`src/rtl/ledstrip_col_scanner_if.sv`:
```
`default_nettype none
// ============================================================================
// Module   : ledstrip_col_scanner_if
// Brief    : Bundles the char-code handshake, char ROM port and column
//            stream handshake of the ledstrip column scanner.
// Revision : 1.0  initial release
// ============================================================================
interface ledstrip_col_scanner_if #(
  parameter int ADDR_WIDTH = 7,
  parameter int COL_W      = 7,
  parameter int GLYPH_W    = 35
);
  logic [ADDR_WIDTH-1:0] char_code;
  logic                  char_valid;
  logic                  char_ready;
  logic [ADDR_WIDTH-1:0] rom_addr;
  logic [GLYPH_W-1:0]    rom_data;
  logic [COL_W-1:0]      col_data;
  logic                  col_valid;
  logic                  col_ready;
  logic                  col_last;

  // Environment side: supplies chars, ROM data and downstream ready
  modport master (
    output char_code, char_valid, rom_data, col_ready,
    input  char_ready, rom_addr, col_data, col_valid, col_last
  );

  // Scanner side
  modport slave (
    input  char_code, char_valid, rom_data, col_ready,
    output char_ready, rom_addr, col_data, col_valid, col_last
  );
endinterface
`default_nettype wire

```
`src/rtl/ledstrip_col_scanner.sv`:
```
`default_nettype none
// ============================================================================
// Module   : ledstrip_col_scanner
// Brief    : Accepts a char code, fetches its 5x7 glyph from the char ROM and
//            streams it out column by column followed by blank gap columns.
//            Optional macro LEDSTRIP_PROP_FONT_EN enables proportional
//            spacing (only the non-blank column range of each glyph is sent).
// Revision : 1.0  initial release
// ============================================================================
module ledstrip_col_scanner #(
  parameter int ADDR_WIDTH = 7,
  parameter int COL_W      = 7,
  parameter int GLYPH_COLS = 5,
  parameter int GAP_COLS   = 1
) (
  input  logic                  clk,
  input  logic                  rst_n,
  input  logic                  flush,
  ledstrip_col_scanner_if.slave bus,
  output logic                  busy
);

  localparam int c_GLYPH_W = COL_W * GLYPH_COLS;
  localparam int c_TOTAL   = GLYPH_COLS + GAP_COLS;
  localparam int c_IDX_W   = $clog2(c_TOTAL + 1);

  localparam logic [1:0] c_IDLE  = 2'd0;
  localparam logic [1:0] c_FETCH = 2'd1;
  localparam logic [1:0] c_EMIT  = 2'd2;

  logic [1:0]            r_state;
  logic [ADDR_WIDTH-1:0] r_rom_addr;
  logic [c_GLYPH_W-1:0]  r_glyph;
  logic [c_IDX_W-1:0]    r_col_idx;
  logic [c_IDX_W-1:0]    r_end_idx;
  logic [COL_W-1:0]      r_col_data;
  logic                  r_col_valid;
  logic                  r_col_last;

  logic [c_IDX_W-1:0]    w_first_idx;
  logic [c_IDX_W-1:0]    w_last_glyph;
  logic [c_IDX_W-1:0]    w_load_idx;

  // Column c of a glyph, column 0 in the top bits; indexes past the glyph are gap columns
  function automatic logic [COL_W-1:0] col_of(input logic [c_GLYPH_W-1:0] g,
                                              input logic [c_IDX_W-1:0]   c);
    logic [c_GLYPH_W-1:0] sh;
    sh = g << (COL_W * int'(c));
    if (c < c_IDX_W'(GLYPH_COLS)) return sh[c_GLYPH_W-1 -: COL_W];
    else                          return '0;
  endfunction

`ifdef LEDSTRIP_PROP_FONT_EN
  logic w_found;

  // Locate first/last non-blank column of the glyph arriving from the ROM; blank glyph spans 0..1
  always_comb begin
    w_found      = 1'b0;
    w_first_idx  = '0;
    w_last_glyph = c_IDX_W'(1);
    for (int c = 0; c < GLYPH_COLS; c++) begin
      if (|bus.rom_data[c_GLYPH_W-1-COL_W*c -: COL_W]) begin
        if (!w_found) w_first_idx = c_IDX_W'(c);
        w_last_glyph = c_IDX_W'(c);
        w_found      = 1'b1;
      end
    end
  end
`else
  // Fixed pitch: every glyph column is sent
  assign w_first_idx  = '0;
  assign w_last_glyph = c_IDX_W'(GLYPH_COLS - 1);
`endif

  // Column to present next: same index while priming, else the following one
  assign w_load_idx = r_col_valid ? r_col_idx + c_IDX_W'(1) : r_col_idx;

  // Main FSM with registered column output stage
  always_ff @(posedge clk or negedge rst_n) begin
    if (!rst_n) begin
      r_state     <= c_IDLE;
      r_rom_addr  <= '0;
      r_glyph     <= '0;
      r_col_idx   <= '0;
      r_end_idx   <= '0;
      r_col_data  <= '0;
      r_col_valid <= 1'b0;
      r_col_last  <= 1'b0;
    end else if (flush) begin
      r_state     <= c_IDLE;
      r_col_valid <= 1'b0;
      r_col_last  <= 1'b0;
      r_col_idx   <= '0;
    end else begin
      case (r_state)
        c_IDLE: begin
          if (bus.char_valid) begin
            r_rom_addr <= bus.char_code;
            r_state    <= c_FETCH;
          end
        end
        c_FETCH: begin
          r_glyph   <= bus.rom_data;
          r_col_idx <= w_first_idx;
          r_end_idx <= w_last_glyph + c_IDX_W'(GAP_COLS);
          r_state   <= c_EMIT;
        end
        c_EMIT: begin
          if (r_col_valid && bus.col_ready && r_col_last) begin
            r_state     <= c_IDLE;
            r_col_valid <= 1'b0;
            r_col_last  <= 1'b0;
            r_col_data  <= '0;
            r_col_idx   <= '0;
          end else if (!r_col_valid || bus.col_ready) begin
            r_col_idx   <= w_load_idx;
            r_col_data  <= col_of(r_glyph, w_load_idx);
            r_col_last  <= (w_load_idx == r_end_idx);
            r_col_valid <= 1'b1;
          end
        end
        default: r_state <= c_IDLE;
      endcase
    end
  end

  assign bus.char_ready = (r_state == c_IDLE) && !flush;
  assign bus.rom_addr   = r_rom_addr;
  assign bus.col_data   = r_col_data;
  assign bus.col_valid  = r_col_valid;
  assign bus.col_last   = r_col_last;
  assign busy           = (r_state != c_IDLE);

endmodule
`default_nettype wire
```
`src/flat_wrapper.sv`:
```
// flat-port wrapper written by rule: the top's interface ports become plain ports
module ledstrip_col_scanner_flat 
#(
  parameter int ADDR_WIDTH = 7,
  parameter int COL_W      = 7,
  parameter int GLYPH_COLS = 5,
  parameter int GAP_COLS   = 1
)
  (clk, rst_n, flush, busy, bus_char_code, bus_char_valid, bus_rom_data, bus_col_ready, bus_char_ready, bus_rom_addr, bus_col_data, bus_col_valid, bus_col_last);
  ledstrip_col_scanner_if #(.ADDR_WIDTH(ADDR_WIDTH), .COL_W(COL_W)) bus_i ();
  input  logic clk;
  input  logic rst_n;
  input  logic flush;
  output logic busy;
  input wire logic [$bits(bus_i.char_code)-1:0] bus_char_code;
  input wire logic [$bits(bus_i.char_valid)-1:0] bus_char_valid;
  input wire logic [$bits(bus_i.rom_data)-1:0] bus_rom_data;
  input wire logic [$bits(bus_i.col_ready)-1:0] bus_col_ready;
  output wire logic [$bits(bus_i.char_ready)-1:0] bus_char_ready;
  output wire logic [$bits(bus_i.rom_addr)-1:0] bus_rom_addr;
  output wire logic [$bits(bus_i.col_data)-1:0] bus_col_data;
  output wire logic [$bits(bus_i.col_valid)-1:0] bus_col_valid;
  output wire logic [$bits(bus_i.col_last)-1:0] bus_col_last;
  assign bus_i.char_code = bus_char_code;
  assign bus_i.char_valid = bus_char_valid;
  assign bus_i.rom_data = bus_rom_data;
  assign bus_i.col_ready = bus_col_ready;
  assign bus_char_ready = bus_i.char_ready;
  assign bus_rom_addr = bus_i.rom_addr;
  assign bus_col_data = bus_i.col_data;
  assign bus_col_valid = bus_i.col_valid;
  assign bus_col_last = bus_i.col_last;
  ledstrip_col_scanner #(.ADDR_WIDTH(ADDR_WIDTH), .COL_W(COL_W), .GLYPH_COLS(GLYPH_COLS), .GAP_COLS(GAP_COLS)) u_core (.clk(clk), .rst_n(rst_n), .flush(flush), .bus(bus_i), .busy(busy));
endmodule
```
`config.mk`:
```
export PLATFORM = sky130hd
export DESIGN_NAME = ledstrip_col_scanner_flat
export DESIGN_NICKNAME = d
export VERILOG_FILES = /design/src/rtl/ledstrip_col_scanner_if.sv /design/src/rtl/ledstrip_col_scanner.sv /design/src/flat_wrapper.sv
export SDC_FILE = /design/constraint.sdc
export NUM_CORES = 1
export LEC_CHECK = 0
export CAP_MARGIN = 20
export CORE_ASPECT_RATIO = 0.6
export CORE_MARGIN = 4
export CORE_UTILIZATION = 49
export CTS_CLUSTER_SIZE = 12
export DETAILED_ROUTE_END_ITERATION = 10
export GPL_ROUTABILITY_DRIVEN = 0
export PLACE_DENSITY = 0.76
export RECOVER_POWER = 100
export SKIP_CTS_REPAIR_TIMING = 1
export SLEW_MARGIN = 20
export SYNTH_ARGS = -nofsm -noshare
export SYNTH_HDL_FRONTEND = slang
export SYNTH_SLANG_ARGS = --single-unit
```
`constraint.sdc`:
```
create_clock -name clk -period 3.55 [get_ports clk]
set_input_delay 0.71 -clock clk [delete_from_list [all_inputs] [get_ports clk]]
set_output_delay 0.71 -clock clk [all_outputs]
set_load 0.01 [all_outputs]
```
## After elaboration in Yosys (flattened, before gate mapping)

Cells that the tools add are included.

- Output and inout port bits: 18
- Bits of input ports: 47
- Word-level logic and storage cells: 57
- Bits in registers: 57

- Bitwise gates (word level): 1
- $lt $le $gt $ge: 1
- Eq/ne operators: 6
- Add/sub/neg operators: 1
- Shift operators: 1
- Reduce and logical (&&, ||, !) cells: 18
- Multiplexer cells: 20
- Multipliers: 1

Operators by type and width:

| operator | number |
|---|---|
| 35-bit by 32-bit left shift with 35-bit output | 1 |
| 7-bit 2-to-1 mux | 3 |
| 3-bit 2-to-1 mux | 4 |
| 1-bit 2-to-1 mux | 8 |
| 2-bit AND reduction | 4 |
| 3-bit by 3-bit multiplier with 6-bit output (first input constant) | 1 |
| 2-bit 2-to-1 mux | 3 |
| 2-bit case mux with 3 select lines | 1 |
| 3-bit case mux with 2 select lines | 1 |
| 3-bit AND reduction | 2 |
| 2-bit nonzero test | 3 |
| 3-bit nonzero test | 2 |
| 4-bit by 2-bit != test with 1-bit output (second input constant) | 1 |
| 3-bit by 1-bit adder with 3-bit output (second input constant) | 1 |
| 3-bit == test | 1 |
| 1-bit logical AND | 3 |
| 3-bit < comparator (second input constant) | 1 |
| 3-bit by 2-bit != test with 1-bit output (second input constant) | 1 |
| 3-bit != test (second input constant) | 1 |
| 2-bit by 1-bit == test with 1-bit output (second input constant) | 1 |
| 2-bit == test (second input constant) | 1 |
| 1-bit zero test | 2 |
| 2-bit zero test | 1 |
| 1-bit logical OR | 1 |
| 1-bit inverter | 1 |

## Depth between registers and ports, before layout

- Depth after elaboration: 7
- Depth in mapped cells: 15
- Gate-level depth less buffers: 13

## Least setup slack after synthesis

Ideal clock, no wire load.

- Path type: register to register
- From: register u_core.r_col_valid (netlist: u_core.bus.col_valid)
- To: register u_core.r_col_data[4] (netlist: u_core.bus.col_data[4])
- Arrival time: 3,706 ps
- Required time: 3,428 ps
- Setup time: 122 ps
- Stages on the path, launching flop included: 16
- Path slack: -277 ps
- Buffers on the path: 4
- Period minus slack after synthesis: 3,827 ps
- Path through: dfrtp_1 buf_6 xor2_4 buf_2 buf_4 fa_1 ha_1 inv_1 fa_1 xnor2_1 buf_2 nor2_1 a32o_1 nor4_1 o211ai_1 a32o_1

- Longest elaborated chain between the ends: 6
- Elaborated cells on any way between the ends: 13
- Those cells by class: 1 x mul; 1 x order compare; 1 x shift; 4 x mux; 6 x reduce/logical

Ends and longest elaborated chain:

| item | RTL line | RTL |
|---|---|---|
| start, declared | ledstrip_col_scanner.sv:37 | `logic r_col_valid;` |
| start signal, assigned | ledstrip_col_scanner.sv:87 | `r_col_valid <= 1'b0;` |
| start signal, assigned | ledstrip_col_scanner.sv:91 | `r_col_valid <= 1'b0;` |
| start signal, assigned | ledstrip_col_scanner.sv:111 | `r_col_valid <= 1'b0;` |
| 3-bit 2-to-1 mux | ledstrip_col_scanner.sv:76 | `assign w_load_idx = r_col_valid ? r_col_idx + c_IDX_W'(1) : r_col_idx;` |
| 3-bit by 3-bit multiplier with 6-bit output | ledstrip_col_scanner.sv:48 | `sh = g << (COL_W * int'(c));` |
| 35-bit by 32-bit left shift with 35-bit output | ledstrip_col_scanner.sv:48 |  |
| 7-bit 2-to-1 mux | ledstrip_col_scanner.sv:49 | `if (c < c_IDX_W'(GLYPH_COLS)) return sh[c_GLYPH_W-1 -: COL_W];` |
| 7-bit 2-to-1 mux | ledstrip_col_scanner.sv:115 | `end else if (!r_col_valid \|\| bus.col_ready) begin` |
| 7-bit 2-to-1 mux | ledstrip_col_scanner.sv:109 | `if (r_col_valid && bus.col_ready && r_col_last) begin` |
| end signal, assigned | ledstrip_col_scanner.sv:117 | `r_col_data <= col_of(r_glyph, w_load_idx);` |
| end, declared | ledstrip_col_scanner.sv:36 | `logic [COL_W-1:0] r_col_data;` |

Several ways; a longest one is shown, not always the timed one. The select of a mux whose other input is x is not followed.
A chain may end at the register's enable or synchronous reset.

## Worst setup path after layout

- From: register u_core.r_col_idx[1]
- To: register u_core.r_col_data[5] (netlist: u_core.bus.col_data[5])

- Longest elaborated chain between the ends: 7
- Elaborated cells on any way between the ends: 8
- Those cells by class: 1 x add/sub; 1 x mul; 1 x order compare; 1 x shift; 4 x mux

Ends and longest elaborated chain:

| item | RTL line | RTL |
|---|---|---|
| start, declared | ledstrip_col_scanner.sv:34 | `logic [c_IDX_W-1:0] r_col_idx;` |
| start signal, assigned | ledstrip_col_scanner.sv:104 | `r_col_idx <= w_first_idx;` |
| start signal, assigned | ledstrip_col_scanner.sv:116 | `r_col_idx <= w_load_idx;` |
| 3-bit by 1-bit adder with 3-bit output | ledstrip_col_scanner.sv:76 |  |
| 3-bit 2-to-1 mux (*) | ledstrip_col_scanner.sv:76 |  |
| 3-bit by 3-bit multiplier with 6-bit output | ledstrip_col_scanner.sv:48 |  |
| 35-bit by 32-bit left shift with 35-bit output | ledstrip_col_scanner.sv:48 |  |
| 7-bit 2-to-1 mux (*) | ledstrip_col_scanner.sv:49 |  |
| 7-bit 2-to-1 mux (*) | ledstrip_col_scanner.sv:115 |  |
| 7-bit 2-to-1 mux (*) | ledstrip_col_scanner.sv:109 |  |

Mark *: on every way between the ends. The rest lies on a longest branch, timed or not. The select of a mux whose other input is x is not followed.

==> results by group <==
Status
  – Run status: complete, but fails checks
  – Failing checks: max-capacitance violations, max-slew violations

Worst setup path
  – Crit path from: u_core.r_col_idx[1]$_DFFE_PN0P_
  – CP max stage delay: approximately 0.54 ns
  – Startpoint types: register
  – CP arrival: approximately 3.7 ns
  – Crit path max-delay family: adder cells
  – FF-to-FF Start: u_core.r_col_idx[1]$_DFFE_PN0P_
  – Worst path required time: between 3 and 4 ns
  – Crit path max fanout: 4
  – CP Capture Type: register
  – Worst-path cell chain: ha_1 > mux2_4 > inv_2 > fa_1 > ha_2 > inv_2 > fa_2 > xnor2_4 > buf_6 > mux4_2 > a22oi_2 > nand3_1 > nor4_1 > nor4_1
  – CP bufs+invs: 3
  – Critical path class: reg -> reg
  – Cell at the slowest stage of the critical path: fa_1

STA
  – Fin. Hold Viols: 0
  – Slew headroom: -36.9%
  – Final min period: 3.54 ns
  – RSZ-0062 raised after global routing: true
  – Slew Viols, Final: 40
  – Slew @ Worst Pin: around 2.1 ns
  – Period utilisation layout: roughly 100%
  – Finish-stage setup viols: 0
  – Skew final: roughly 0.0085 ns
  – Fmax: between 0.2 and 0.3 GHz

Layout
  – Post-layout util: between 60 and 70%
  – Fill cells: around 570
  – Share of layout cells above drive strength 1: around 29%
  – Antenna fix cells: 0
  – Area of the multi-input gates: around 2400 sq um
  – Final instance area: between 5000 and 6000 sq um
  – Layout net count: roughly 470
  – Synth-to-Final Area Change: 31.7%
  – Sequential cell area: roughly 1400 sq um

Min path
  – Hold path start: u_core.bus.rom_addr[6]$_DFFE_PN0P_
  – Hold crit path type: reg -> reg

Synthesis
  – Leading area contributor after synthesis: dfrtp_1
  – Synthesis Warnings: 0
  – Count of state elements after synthesis: 57
  – Commonest register cell after synthesis: dfrtp_1
  – Synth top area cells: dfrtp_1 (37%), mux2_2 (14%), mux4_2 (11%)
  – Mapped Nets: 395
  – Post-synth cell types: 47
  – Synthesized area per cell: 11.6 sq um
  – Post-synth EDFFs: 0
  – Top-count cell post-synth: dfrtp_1
  – Ys async rst share: between 90% and 100%
  – Register area share after synthesis: 36.5%
  – Netlist Area Pre-Place: around 3900 sq um
  – Synthesized instance count: about 340
  – Synth cell count leaders: dfrtp_1 (57), mux2_2 (49), mux2i_1 (32), nand2_1 (26), mux4_2 (19)
  – Top-area cell type share of the netlist area: 36.5%

Route
  – Post-route ant nets: 0
  – Vias/cell: 6.27
  – Drt drc: 0
  – Final wirelength: 10.9 mm
  – DRT iter0 DRCs: 418
  – Router iterations before antenna repair: 5
  – Drt wl/cell: just over 20 um
  – Routed vias: 3,291

Clock tree
  – Clk Latency, worst-skew pair: about 0.34 ns
  – Clock Sinks: between 50 and 60
  – Clk buf depth: 2
  – H-tree Lvls: 3
  – Clock tree from TritonCTS: built
  – CTS root buffer: clkbuf_16
  – Cts bufs inserted: 9
  – Worst-path clk slew: about 0.050 ns

Floorplanning
  – Die W: roughly 120 um
  – Initial Utilization: a little over half
  – Row cnt: 24
  – DIE HEIGHT: 77.2 um
  – Core ar.: between 7000 and 8000 sq um
  – Die ar.: roughly 9500 sq um
  – I/O pin cnt: 65

Place
  – PortBufs: 64
  – Dpl cell area: 4760 sq um
  – HPWL after detailed placement: 7.97 mm

GRT
  – Total gr overflow: 0
  – Tot GR Track Use: approximately a quarter
  – Vias in the first global route: around 3,300
  – First-pass GRT wire length: between 15 and 20 mm
  – Antenna violations before repair: 0
  – Largest net degree at the start of global routing: 40

Power and ir drop
  – VDD IR-drop max: around 0.37 mV
  – Leakage: roughly 2.2 nW
  – Power Total: slightly below 0.003 W
  – Power Density: about 560 nW/um^2

Flow run
  – Max Cap Violations: 1
-- stage by stage --
stage | hold slack, ns | cells | worst slack [ns] | TNS (ns)
CTS | 0.507 | 521 | -0.0723 | -0.0961
detailed placement | 0.496 | 505 | 0.0157 | 0
floorplan | 0.414 | 338 | 0.000921 | 0
global placement | 0.479 | 505 | 0.126 | 0
global route | 0.526 | 525 | -0.0791 | -0.237
finish | 0.500 | 525 | 0.00992 | 0
-- state kept, by name, indices dropped and copies added (netlist names) --
| signal | cells |
|---|---|
| u_core.r_col_idx | 3 |
| u_core.r_end_idx | 1 |
| u_core.r_state | 2 |
| u_core.bus.col_valid | 1 |
| u_core.bus.rom_addr | 7 |
| u_core.r_glyph | 35 |
| u_core.bus.col_last | 1 |
| u_core.bus.col_data | 7 |
-- cell usage in the layout, fill, tap and decap left out, drive strengths merged, types with 2 or more instances in the layout --
cell           Yosys  layout
dfrtp             57      57
mux2              49      49
clkdlybuf4s50      0      44
mux2i             32      32
nand2             26      26
mux4              22      22
dlygate4sd3        0      19
buf               10      19
nor2              16      16
clkbuf             9      16
a21oi             12      12
o21ai             12      12
inv                9       9
nand3              8       8
ha                 7       7
nand2b             6       6
nor4               6       6
a211oi             5       5
and3               5       5
a22oi              5       5
and2               4       4
clkinv             2       4
a32o               3       3
nor3               3       3
xor2               3       3
fa                 3       3
or2                2       2
a211o              2       2
nor2b              2       2
nand4b             2       2
o31ai              2       2
o32ai              2       2
bufinv             0       2
-- power breakdown --
| group | leakage [nW] | switching (W) | internal, W |
|---|---|---|---|
| sequential | 0.691 | 0.000197 | 0.000816 |
| combinational | 1.30 | 0.000405 | 0.000516 |
| clock | 0.169 | 0.000293 | 0.000670 |
-- cell families (layout without fill, tap and decap cells) --
| group | Yosys count | after routing | synth area share (%) |
|---|---|---|---|
| compound gates | 53 | 53 | 9.19 |
| simple gates | 81 | 81 | 10.1 |
| flops | 57 | 57 | 36.5 |
| buf+inv | 30 | 113 | 3.72 |
| fa+ha+maj | 10 | 10 | 3.78 |
| mux | 103 | 103 | 35.3 |
| xor+xnor | 4 | 4 | 1.38 |
-- worst register-to-register path: cells and delay by family, from the launching register on --
kind,cells,cell delay (ns)
AND/OR/NAND/NOR,3,0.51
XOR/XNOR,1,0.22
buffers and inverters,3,0.23
AO/OA/AOI/OAI,1,0.16
multiplexers,2,0.45
adder cells (fa/ha/maj),4,1.44
flip-flops,1,0.40
-- worst paths after layout --
check                                                      to  slack, ns  depth (start not counted)
hold / removal             u_core.bus.rom_addr[6]$_DFFE_PN0P_       0.50                          1
max in group asynchronous    u_core.bus.col_valid$_DFFE_PN0P_       0.68                          2
setup reg to reg           u_core.bus.col_data[5]$_DFFE_PN0P_       0.01                         14
min in group asynchronous  u_core.bus.rom_addr[6]$_DFFE_PN0P_       0.96                          1
setup / recovery           u_core.bus.col_data[5]$_DFFE_PN0P_       0.01                         14
hold reg to reg            u_core.bus.rom_addr[6]$_DFFE_PN0P_       0.50                          1
-- layout make-up --
cell class,instances,area share (%)
multi-input cells,251,46.4
flip-flops and latches,57,27.7
repair buffers,86,15.8
clock buffers,12,5.18
well taps,104,2.53
clock inverters,4,1.43
inverters,11,0.900
-- per-layer routing --
layer	part of all wire, %	track usage [%]
met5	0	0
met4	1.5	6.52
met3	11	10.1
met2	41	31.9
met1	46	35.4
Note: power is estimated with default switching activity, not from simulation.
==> RTL edit (same settings) <==
The option `LEDSTRIP_PROP_FONT_EN` is turned on by a define.
--- a/src/rtl/ledstrip_col_scanner.sv
+++ b/src/rtl/ledstrip_col_scanner.sv
@@ -8,4 +8,6 @@
 // Revision : 1.0  initial release
 // ============================================================================
+`define LEDSTRIP_PROP_FONT_EN
+
 module ledstrip_col_scanner #(
   parameter int ADDR_WIDTH = 7,
Behaviour: not the same (Yosys sat finds a counterexample within 4 cycles, from zero or initial values and one cycle with rst_n low).
==> RTL edit against the original RTL <==
  * Critical path type unchanged
  * Highest routed layer unchanged
  * First-iteration DRC count up 53%
  * Total power down 2.9%
  * Critical endpoint unchanged
  * Hold slack worse by 18 ps
  * Synthesized cell count up 16%
  * Design area up 6.2%
  * Worst setup slack worse by 55 ps
  * Synthesized area up 6.0%
  * Count of clock-buffer cells in the layout down 1
  * The flow finishes with violations (capacitance limit, setup timing)
  * Utilization down 0.55 points
  * Routed wire length up 26%
  * Sequential cell count up 2
==> RTL edit: results (changes against the original RTL) <==
Status
  – Outcome: finished, violations left
  – Failing checks: capacitance limit, setup timing

Global routing
  – GRT met1 Usage: 0.379 (+0.0254)
  – GR met2 Demand/Resource: 0.378 (+0.0595)
  – First-pass GRT wire length: 20.5 mm (+18%)
  – Met3 Usage GRT: 0.110 (+0.00807)
  – Vias in the first global route: 3782 (+16%)

Cells and area
  – Synth-to-Final Area Change: 32.1%
  – Final std cells w/o fill: 588 (+12%)

Yosys
  – Mux contribution to synthesized area: 0.296 (-0.0570)
  – Mapped Cells: 392 (+16%)
  – Synth Area in Adders: 0.0417 (+0.00392)
  – Top post-synthesis cells by area: dfrtp_1 (36%), mux2_2 (13%), mux2i_1 (11%)
  – Post-synthesis sequential area ratio: 0.357 (-0.00844)
  – Syn_nets: 451 (+14%)
  – Compound-Gate Fraction of Synth Area: 0.121 (+0.0293)
  – Most common library cells after synthesis: dfrtp_1 (59), mux2_2 (48), mux2i_1 (44), nand2_1 (38), nor2_1 (25)

Pwr
  – Sw power: 0.988 mW (+10%)
  – Combinational power: 0.972 mW (+5.5%)
  – Max rail drop VDD: 0.000357 V (-3.2%)
  – P_leak: 2.24 nW (+3.6%)
  – Total power: 2.81 mW (-2.9%)

Critical path
  – Reg-to-reg startpoint: u_core.r_col_idx[0]$_DFFE_PN0P_
  – Worst Path Arrival: 3810 ps (+70 ps)
  – Worst Path Max Fanout: 6 (+2)
  – Worst path slowest cell: fa_2

Placement
  – DP HPWL: 9.86 mm (+24%)
  – DP Worst Slack: -14.6 ps (-30.3 ps)
  – Cells after DPL: 570 (+13%)
  – Post-DP Area: 0.00503 mm2 (+5.7%)

Timing
  – Crit path setup slack, layout: -44.8 ps (-54.8 ps)
  – Final setup vio count: 2 (+2)
  – Slew HR: 0.00617 (+0.376)
  – Fin Clk Skew: 6.93 ps (-1.60 ps)
  – Sum of negative setup slack: -82.8 ps (-82.8 ps)
  – Worst hold slack: 482 ps (-17.8 ps)

Drt
  – Wl on met1: 5.77 mm (+16%)
  – Initial DRC Count: 639 (+53%)
  – WL final: 13.7 mm (+26%)
  – WL met3: 1.70 mm (+36%)

Flow run
  – Max-Cap Viols: 1 (unchanged)

Hold path
  – Hold path startpoint: u_core.bus.col_data[6]$_DFFE_PN0P_
  – Hold Path Depth: 2 (+1)
  – Endpoint, Worst Hold: u_core.bus.col_data[6]$_DFFE_PN0P_
[RTL edit: cell count changes after synthesis, sizes merged, moves of 4 or more]
cell and delta:
a211oi -4, a22o +4, a22oi +4, mux2i +12, mux4 -12, nand2 +12, nand4 +6, nor2 +9
o21ai -5, o22ai +8
[RTL edit: logic make-up (layout without fill, tap and decap cells)]
kind of cell	count (synthesis)	count (layout)
flip-flops	59	59
AND/OR/NAND/NOR	115	115
AO/OA/AOI/OAI	69	69
multiplexers	102	102
buffers and inverters	27	115
XOR/XNOR	8	8
adder cells (fa/ha/maj)	12	12
[RTL edit: layout make-up]
class / instances / area (um2) / area share
clock buffer: 11 / 253 / 0.0462
clock inverter: 4 / 26.3 / 0.00481
inverter: 8 / 30.0 / 0.00549
multi-input combinational: 306 / 2700 / 0.494
sequential: 59 / 1480 / 0.270
tap: 108 / 135 / 0.0247
timing repair buffer: 92 / 843 / 0.154
